==> src/rtl/keypad_scanner.sv <==
// keypad_scanner: 4x4 active-low matrix keypad front-end for gencon.
// Drives one column low at a time, synchronizes and debounces the rows,
// and turns each accepted press into a single digit, operator or '=' strobe.
module keypad_scanner #(
    parameter int SCAN_DIV = 4,
    parameter int DEBOUNCE = 8
) (
    input  logic       clk,
    input  logic       nRST,
    input  logic [3:0] row_in,
    output logic [3:0] col_out,
    output logic [3:0] keypad_input,
    output logic       read_input,
    output logic [2:0] operator_input,
    output logic       equal_input
);

    localparam int DW = (SCAN_DIV > 1) ? $clog2(SCAN_DIV) : 1;
    localparam int BW = (DEBOUNCE > 1) ? $clog2(DEBOUNCE) : 1;
    localparam logic [DW-1:0] DWELL_LAST = DW'(SCAN_DIV - 1);
    localparam logic [BW-1:0] DEB_LAST   = BW'(DEBOUNCE - 1);

    localparam logic [2:0] OP_SIGN = 3'b001;
    localparam logic [2:0] OP_ADD  = 3'b010;
    localparam logic [2:0] OP_SUB  = 3'b011;
    localparam logic [2:0] OP_MUL  = 3'b100;

    typedef enum logic [1:0] {
        ST_SCAN,
        ST_DEBOUNCE,
        ST_EMIT,
        ST_RELEASE
    } state_t;

    state_t          state, state_next;
    logic [1:0]      col_idx, col_next;
    logic [DW-1:0]   dwell, dwell_next;
    logic [BW-1:0]   deb_cnt, deb_next;
    logic [1:0]      row_idx, row_next;
    logic [3:0]      sync_p0, rs;
    logic [3:0]      kp_next;
    logic            rd_next;
    logic [2:0]      op_next;
    logic            eq_next;

    // Lowest-index low row wins when several keys share a column.
    function automatic logic [1:0] lowest_low(input logic [3:0] r);
        if (!r[0])      return 2'd0;
        else if (!r[1]) return 2'd1;
        else if (!r[2]) return 2'd2;
        else            return 2'd3;
    endfunction

    // Digit value for the 3x3 numeric block (rows 0-2, columns 0-2).
    function automatic logic [3:0] digit_of(input logic [1:0] r, input logic [1:0] c);
        return ({2'b00, r} * 4'd3) + {2'b00, c} + 4'd1;
    endfunction

    assign col_out = ~(4'b0001 << col_idx);

    // Two-flop synchronizer for the asynchronous row lines.
    always_ff @(posedge clk or negedge nRST) begin
        if (!nRST) begin
            sync_p0 <= 4'b1111;
            rs      <= 4'b1111;
        end else begin
            sync_p0 <= row_in;
            rs      <= sync_p0;
        end
    end

    // FSM state register.
    always_ff @(posedge clk or negedge nRST) begin
        if (!nRST) state <= ST_SCAN;
        else       state <= state_next;
    end

    // Column, dwell, debounce and captured-row registers.
    always_ff @(posedge clk or negedge nRST) begin
        if (!nRST) begin
            col_idx <= 2'd0;
            dwell   <= '0;
            deb_cnt <= '0;
            row_idx <= 2'd0;
        end else begin
            col_idx <= col_next;
            dwell   <= dwell_next;
            deb_cnt <= deb_next;
            row_idx <= row_next;
        end
    end

    // Registered gencon-side outputs; strobes last exactly one cycle.
    always_ff @(posedge clk or negedge nRST) begin
        if (!nRST) begin
            keypad_input   <= 4'd0;
            read_input     <= 1'b0;
            operator_input <= 3'b000;
            equal_input    <= 1'b0;
        end else begin
            keypad_input   <= kp_next;
            read_input     <= rd_next;
            operator_input <= op_next;
            equal_input    <= eq_next;
        end
    end

    // Next-state, counter and key-decode logic.
    always_comb begin
        state_next = state;
        col_next   = col_idx;
        dwell_next = dwell;
        deb_next   = deb_cnt;
        row_next   = row_idx;
        kp_next    = keypad_input;
        rd_next    = 1'b0;
        op_next    = 3'b000;
        eq_next    = 1'b0;

        case (state)
            ST_SCAN: begin
                if (dwell == DWELL_LAST) begin
                    dwell_next = '0;
                    if (rs != 4'b1111) begin
                        row_next   = lowest_low(rs);
                        deb_next   = '0;
                        state_next = ST_DEBOUNCE;
                    end else begin
                        col_next = col_idx + 2'd1;
                    end
                end else begin
                    dwell_next = dwell + DW'(1);
                end
            end

            ST_DEBOUNCE: begin
                if (rs[row_idx]) begin
                    // Bounce or glitch: give up silently and move on.
                    state_next = ST_SCAN;
                    col_next   = col_idx + 2'd1;
                    dwell_next = '0;
                end else if (deb_cnt == DEB_LAST) begin
                    state_next = ST_EMIT;
                end else begin
                    deb_next = deb_cnt + BW'(1);
                end
            end

            ST_EMIT: begin
                if (col_idx == 2'd3) begin
                    case (row_idx)
                        2'd0:    op_next = OP_ADD;
                        2'd1:    op_next = OP_SUB;
                        2'd2:    op_next = OP_MUL;
                        default: op_next = OP_SIGN;
                    endcase
                end else if (row_idx != 2'd3) begin
                    kp_next = digit_of(row_idx, col_idx);
                    rd_next = 1'b1;
                end else begin
                    // Bottom row: '*' is equal, '0' a digit, '#' is silent.
                    case (col_idx)
                        2'd0:    eq_next = 1'b1;
                        2'd1: begin
                            kp_next = 4'd0;
                            rd_next = 1'b1;
                        end
                        default: ;
                    endcase
                end
                deb_next   = '0;
                state_next = ST_RELEASE;
            end

            ST_RELEASE: begin
                if (rs == 4'b1111) begin
                    if (deb_cnt == DEB_LAST) begin
                        state_next = ST_SCAN;
                        col_next   = col_idx + 2'd1;
                        dwell_next = '0;
                        deb_next   = '0;
                    end else begin
                        deb_next = deb_cnt + BW'(1);
                    end
                end else begin
                    deb_next = '0;
                end
            end

            default: state_next = ST_SCAN;
        endcase
    end

endmodule
==> config.mk <==
export PLATFORM = sky130hd
export DESIGN_NAME = keypad_scanner
export DESIGN_NICKNAME = d
export VERILOG_FILES = /design/src/rtl/keypad_scanner.sv
export SDC_FILE = /design/constraint.sdc
export NUM_CORES = 1
export LEC_CHECK = 0
export BUFFER_PORTS_ARGS = -buffer_cell sky130_fd_sc_hd__buf_2
export CAP_MARGIN = 20
export CORE_ASPECT_RATIO = 1.75
export CORE_UTILIZATION = 50
export DETAILED_ROUTE_END_ITERATION = 10
export GPL_TIMING_DRIVEN = 0
export PLACE_DENSITY = 0.77
export SLEW_MARGIN = 15
export SYNTH_ARGS = -nofsm -noshare
export SYNTH_HDL_FRONTEND = slang
export SYNTH_SLANG_ARGS = --single-unit
==> constraint.sdc <==
create_clock -name clk -period 1.85 [get_ports clk]
set_input_delay 0.37 -clock clk [delete_from_list [all_inputs] [get_ports clk]]
set_output_delay 0.37 -clock clk [all_outputs]
set_load 0.005 [all_outputs]
==> After elaboration in Yosys (flattened, before gate mapping) <==
Index checks and enable logic that the tools add are counted.
{ "totals": {"ff_bits": 28, "out_inout_bits": 13, "in_bits": 6} }
{ "classes": {"muxes": 41, "n_bitwise": 2, "eq_ne": 21, "order_cmp": 1, "n_reduce_logical": 11, "mul": 1, "shifts": 1, "add_sub_neg": 5} }
{ "ops": {"columns": ["cell", "count"], "rows": [
  ["2-bit two-way mux", 15],
  ["3-bit two-way mux", 8],
  ["2-bit inequality test, second input constant", 9],
  ["2-bit one-hot mux with 3 select lines", 2],
  ["3-bit one-hot mux with 4 select lines", 1],
  ["2-bit equality test, second input constant", 5],
  ["1-bit two-way mux", 10],
  ["3-bit one-hot mux with 3 select lines", 1],
  ["4-bit two-way mux", 2],
  ["2-bit one-hot mux with 4 select lines", 1],
  ["4-bit AND reduction", 2],
  ["2-bit by 1-bit equality test with 1-bit output, second input constant", 3],
  ["2-bit logical NOT", 3],
  ["3-bit AND reduction", 2],
  ["6-bit AND reduction", 1],
  ["5-bit AND reduction", 1],
  ["2-bit by 1-bit adder with 2-bit output, second input constant", 2],
  ["4-bit by 1-bit adder with 4-bit output, second input constant", 1],
  ["4-bit by 2-bit adder with 4-bit output", 1],
  ["4-bit equality test, second input constant", 1],
  ["2-bit by 2-bit multiplier with 4-bit output, second input constant", 1],
  ["4-bit inequality test, second input constant", 1],
  ["4-bit inverter", 1],
  ["1-bit by 2-bit << shifter with 4-bit output, first input constant", 1],
  ["other kinds (8)", 8]
]} }

==> Longest topological paths before layout <==
{ "logic_depth": {"word_depth": 5, "depth_mapped": 6} }

==> Least setup slack after synthesis <==
No wires, ideal clock.
{ "synth_path": {"kind": "register to register", "start": "reg row_idx[0]", "end": "reg col_idx[1]", "period_less_slack_ns": 1.895, "stages_incl_launch_ff": 5, "path_slack_ns": -0.045, "t_arrival_ns": 1.770, "t_required_ns": 1.725, "setup_ns": 0.125, "path_cell_list": "dfrtp_1 mux4_2 and2_4 o31ai_4 mux2_4"} }
{ "synth_between": {"elab_chain_cells": 4} }
{ "synth_lines": {"columns": ["item", "line_no", "rtl"], "rows": [
  ["start: declaration", "39", "logic [1:0] row_idx, row_next;"],
  ["start signal: assignment", "89", "row_idx <= row_next;"],
  ["1-bit binary-select mux with 2-bit select", "137", "if (rs[row_idx]) begin"],
  ["1-bit two-way mux (implied by the code)", "137", null],
  ["2-bit inequality test (no line)", null, null],
  ["6-bit AND reduction (no line)", null, null],
  ["end signal: assignment", "86", "col_idx <= col_next;"],
  ["end: declaration", "36", "logic [1:0] col_idx, col_next;"]
]} }
No other way between the ends. The select of a mux whose other input is x is not followed.
A chain may end at the register's enable or synchronous reset.

==> Worst setup path in the final report <==
{ "layout_path": {"start": "reg col_idx[1]", "end": "reg keypad_input[2]"} }
{ "layout_between": {"elab_chain_cells": 3} }
{ "layout_lines": {"columns": ["item", "line_no", "rtl"], "rows": [
  ["4-bit by 2-bit adder with 4-bit output (tied with other cells)", "56", "return ({2'b00, r} * 4'd3) + {2'b00, c} + 4'd1;"],
  ["4-bit by 1-bit adder with 4-bit output (tied with other cells)", "56", null],
  ["4-bit two-way mux or 3-bit AND reduction (tied branches)", null, null],
  ["end signal: assignment", "101", "keypad_input <= kp_next;"],
  ["end: declaration", "12", "output logic [3:0] keypad_input,"]
]} }
Several ways; a longest one is shown, not always the timed one.

==> results.md <==
- The flow ran to the end, but the final reports show violations.
- The final reports fail on negative setup slack.
- The count of nets left with antenna violations once routing finished came out at 0.
- Counting every sink on the clock net gives 28.
- The number of violations of the max-capacitance limit is 0.
- The final-stage net count is 172.
- In this run the power spent charging and discharging nets is 796 uW.
- The combined global-route utilization of all metal layers is 0.176.
- The number of max-slew violations in the final report was 0.
- During synthesis, Yosys emitted a total of 0 warnings.
- The first detailed-routing pass took 4 iterations.
- The post-route clock period utilization is 1.01.
- Setup repair after global routing could not meet its margin everywhere.
- The synthesis-to-finish area growth is 19.4%.
- The combined area of all synthesized cells is about 0.0014 mm^2.
- Headroom to the max-slew limit came out at 0.600.
- The clock share of power is 0.207.
- The post-CTS clock slew at the launch and capture registers of the worst setup and hold paths is 0.09 ns.
- The overall die area is 0.00304 mm^2.
- At the end of routability-driven placement, the weighted congestion stood at 0.858.
- The share of total power dissipated in sequential elements is 0.361.
- Of the total power, the share spent switching nets is 0.345.
- For this run, the register share of the synthesized area comes to 0.505.
- For this configuration, the core starts out at a cell density of 0.523.
- The number of buffers added on ports is 18.
- The combinational share of power is 0.432.
- The most frequent cell after synthesis is dfrtp_1.
- For this block, the initial DRC count from the detailed router was 14.
- The largest total area in the synthesized netlist belongs to dfrtp_1.
- The share of Yosys cell area claimed by the top area cell type is 0.356.
- For this run, asynchronously set or reset flops after synthesis account for 1.00.
- In this run the core area contains 25 standard-cell rows.
- In this run the count of I/O pins placed on the die edge is 19.
- The largest buffer count on any clock path is 2.
- The routed length per instance is 14.1 um.
- The TritonCTS clock tree is done.
- Counting tap cells, the placed design contains a total of 166 instances.
- The number of synthesized register bits is 28.
- The commonest cells after synthesis are dfrtp_1 (20), ha_1 (15), inv_1 (14), nand2_1 (9), dfstp_2 (8).
- Synthesis produced 121 cells.
- Setup violations remaining at the end of the flow were counted as 2.
- In the final layout, the share of cells above drive strength 1 is 0.351.
- The critical path in this run is classified as flip-flop to flip-flop.
- The pin count of the biggest net entering global routing is 29.
- The cell at the root of the clock tree is clkbuf_8.
- For this run, the share of the core covered by cells in the final layout is 0.624.
- The detailed router placed approximately 950 vias in this run.
- The multi-input combinational cells in the finished layout cover a total of 666 um^2.
- The sequential standard cell area is 714 um^2.
- The die is 72.2 um tall.
- Summed over all nets, the half-perimeter wirelength after detailed placement is approximately 1700 um.
- The path class of the tightest hold or removal check is input port to async pin.
- For this block, the routed nets add up to about 2500 um of wire.
- The most frequently used flop master after synthesis is dfrtp_1.
- The synthesized area per cell is 11.6 um^2.
- Once routing completed, OpenROAD measured the worst setup slack at -0.0210 ns.
- The internal power summed over all cells is 1.51 mW.
- The number of hold violations in the final report is 0.
- CTS built an H-tree with a depth of 1.
- The die width is 42.1 um.
- In the routed layout, each cell is associated on average with a via count of 5.45.
- For the finished layout, the period the worst path requires is 1.87 ns.
- Hold repair after CTS inserted 0 buffers.
- The filler-free cell count of the finished design is 175.
- The startpoint type of the worst setup path is a flip-flop.
- For this run, design rule violations remaining after detail routing come to 0.
- The antenna diode count is 0.
- The number of antenna violations at the first check in global routing was 0.
- In the post-synthesis netlist, the biggest area contributors are dfrtp_1 (36%), dfstp_2 (15%), ha_1 (13%).
- The wire length of the first global-routing pass is 4090 um.
- The maximum frequency from static timing analysis is around 530 MHz.
- The count of flip-flops with a built-in enable after synthesis is 0.
- The final-layout fill cell count is 213.
- The actual transition at the worst max-transition pin is 0.600 ns.
- The analysis attributes to cell leakage a power of 0.849 nW.
- The power per standard cell area is 1370 mW/mm^2.
- The CTS buffer count is 3.
- The placeable core area is 0.00269 mm^2.
- The later pin in the worst-skew pair is clocked with a latency of roughly 0.28 ns.
- The maximum vdd ir drop is 0.000773 V.
- The synthesized netlist contains 32 unique library cells.
- The total global routing overflow is 0.
- The signal arrival time at the worst endpoint is 2.05 ns.
- The clock skew is a little over 0.004 ns.
- The post-synth net total is between 100 and 150.
- In this run the worst path has a maximum fanout of 2.
- The via count of the first global-routing pass came to approximately 1,000.
- Data on the critical path is required at its endpoint by just over 2 ns.
- The kind of end point of the critical path is a flip-flop.
## power groups by stage
stage | registers (mW) | logic [mW] | clock network (mW)
detailed placement | 0.861 | 0.856 | 0
finish | 0.833 | 0.997 | 0.478
floorplan | 0.828 | 0.649 | 0
global route | 0.854 | 1.14 | 0.500
global placement | 0.851 | 0.806 | 0
CTS | 0.834 | 0.961 | 0.481
## logic make-up after synthesis
kind of cell / synth area share
flip-flops: 0.505
AO/OA/AOI/OAI: 0.0979
XOR/XNOR: 0.0125
AND/OR/NAND/NOR: 0.120
adder cells (fa/ha/maj): 0.162
multiplexers: 0.0578
buffers and inverters: 0.0445
## layout by cell type, fill, tap and decap left out, types with 5 or more instances in the layout
master and n:
nor2_1 5, buf_2 20, inv_1 14, dfrtp_1 17
dfstp_2 8, o21ai_0 7, ha_1 15, nand2_1 9
## sequential cells by signal (all words and copies together), names as in the netlist, named ones only
name / cells
deb_cnt: 3
operator_input: 3
sync_p0: 4
row_idx: 2
equal_input: 1
keypad_input: 4
dwell: 2
col_idx: 2
read_input: 1
rs: 4
state: 1
## stage by stage
| step | TNS (ns) | worst slack [ns] | power, mW | instance area (um^2) | hold WS [ns] |
|---|---|---|---|---|---|
| final | -0.0270 | -0.0210 | 2.31 | 1680 | 0.0885 |
| after global routing | -0.254 | -0.113 | 2.50 | 1680 | 0.143 |
| after CTS | -0.0424 | -0.0424 | 2.28 | 1640 | 0.113 |
| after detailed placement | -0.310 | -0.128 | 1.72 | 1530 | 0.347 |
| after global placement | -0.0898 | -0.0550 | 1.66 | 1530 | 0.346 |
| after floorplan | 0 | 0.0150 | 1.48 | 1410 | 0.0744 |
## per-layer routing
metal  GRT usage  up-vias  wire, um
li1            -      463         -
met5           0        -         0
met4      0.0938        0        42
met1       0.175      467       938
met3      0.0149        5        51
met2       0.345       19      1430
## path summary, 6_finish.rpt
kind,startpoint,endpoint,slack [ns],cells past startpoint
max,col_idx[1],keypad_input[2],-0.02,5
min,nRST,equal_input,0.09,1
max reg2reg,col_idx[1],keypad_input[2],-0.02,5
min reg2reg,sync_p0[2],rs[2],0.36,0
max in group asynchronous,nRST,row_idx[1],1.33,1
min in group clk,row_in[1],sync_p0[1],0.18,1
## final cells by class
type,count,share of cell area
buffer,2,0.00596
clock buffer,3,0.0246
clock inverter,1,0.0179
inverter,14,0.0313
multi-input combinational,77,0.396
sequential,28,0.425
tap,27,0.0201
timing repair buffer,23,0.0782
## critical path, cell delays in order (launching register included)
cell,delay [ns]
dfrtp_2,0.44
fa_1,0.57
inv_1,0.06
fa_2,0.33
xor2_1,0.16
o31ai_1,0.21
## what timing repair did
action	4_1_cts	5_1_grt
gates resized for setup	4	6
gates cloned	0	0
buffers inserted	4	1
pin swaps	1	2
endpoints found under the setup margin	6	6
Power figures use the tool's default switching activity.
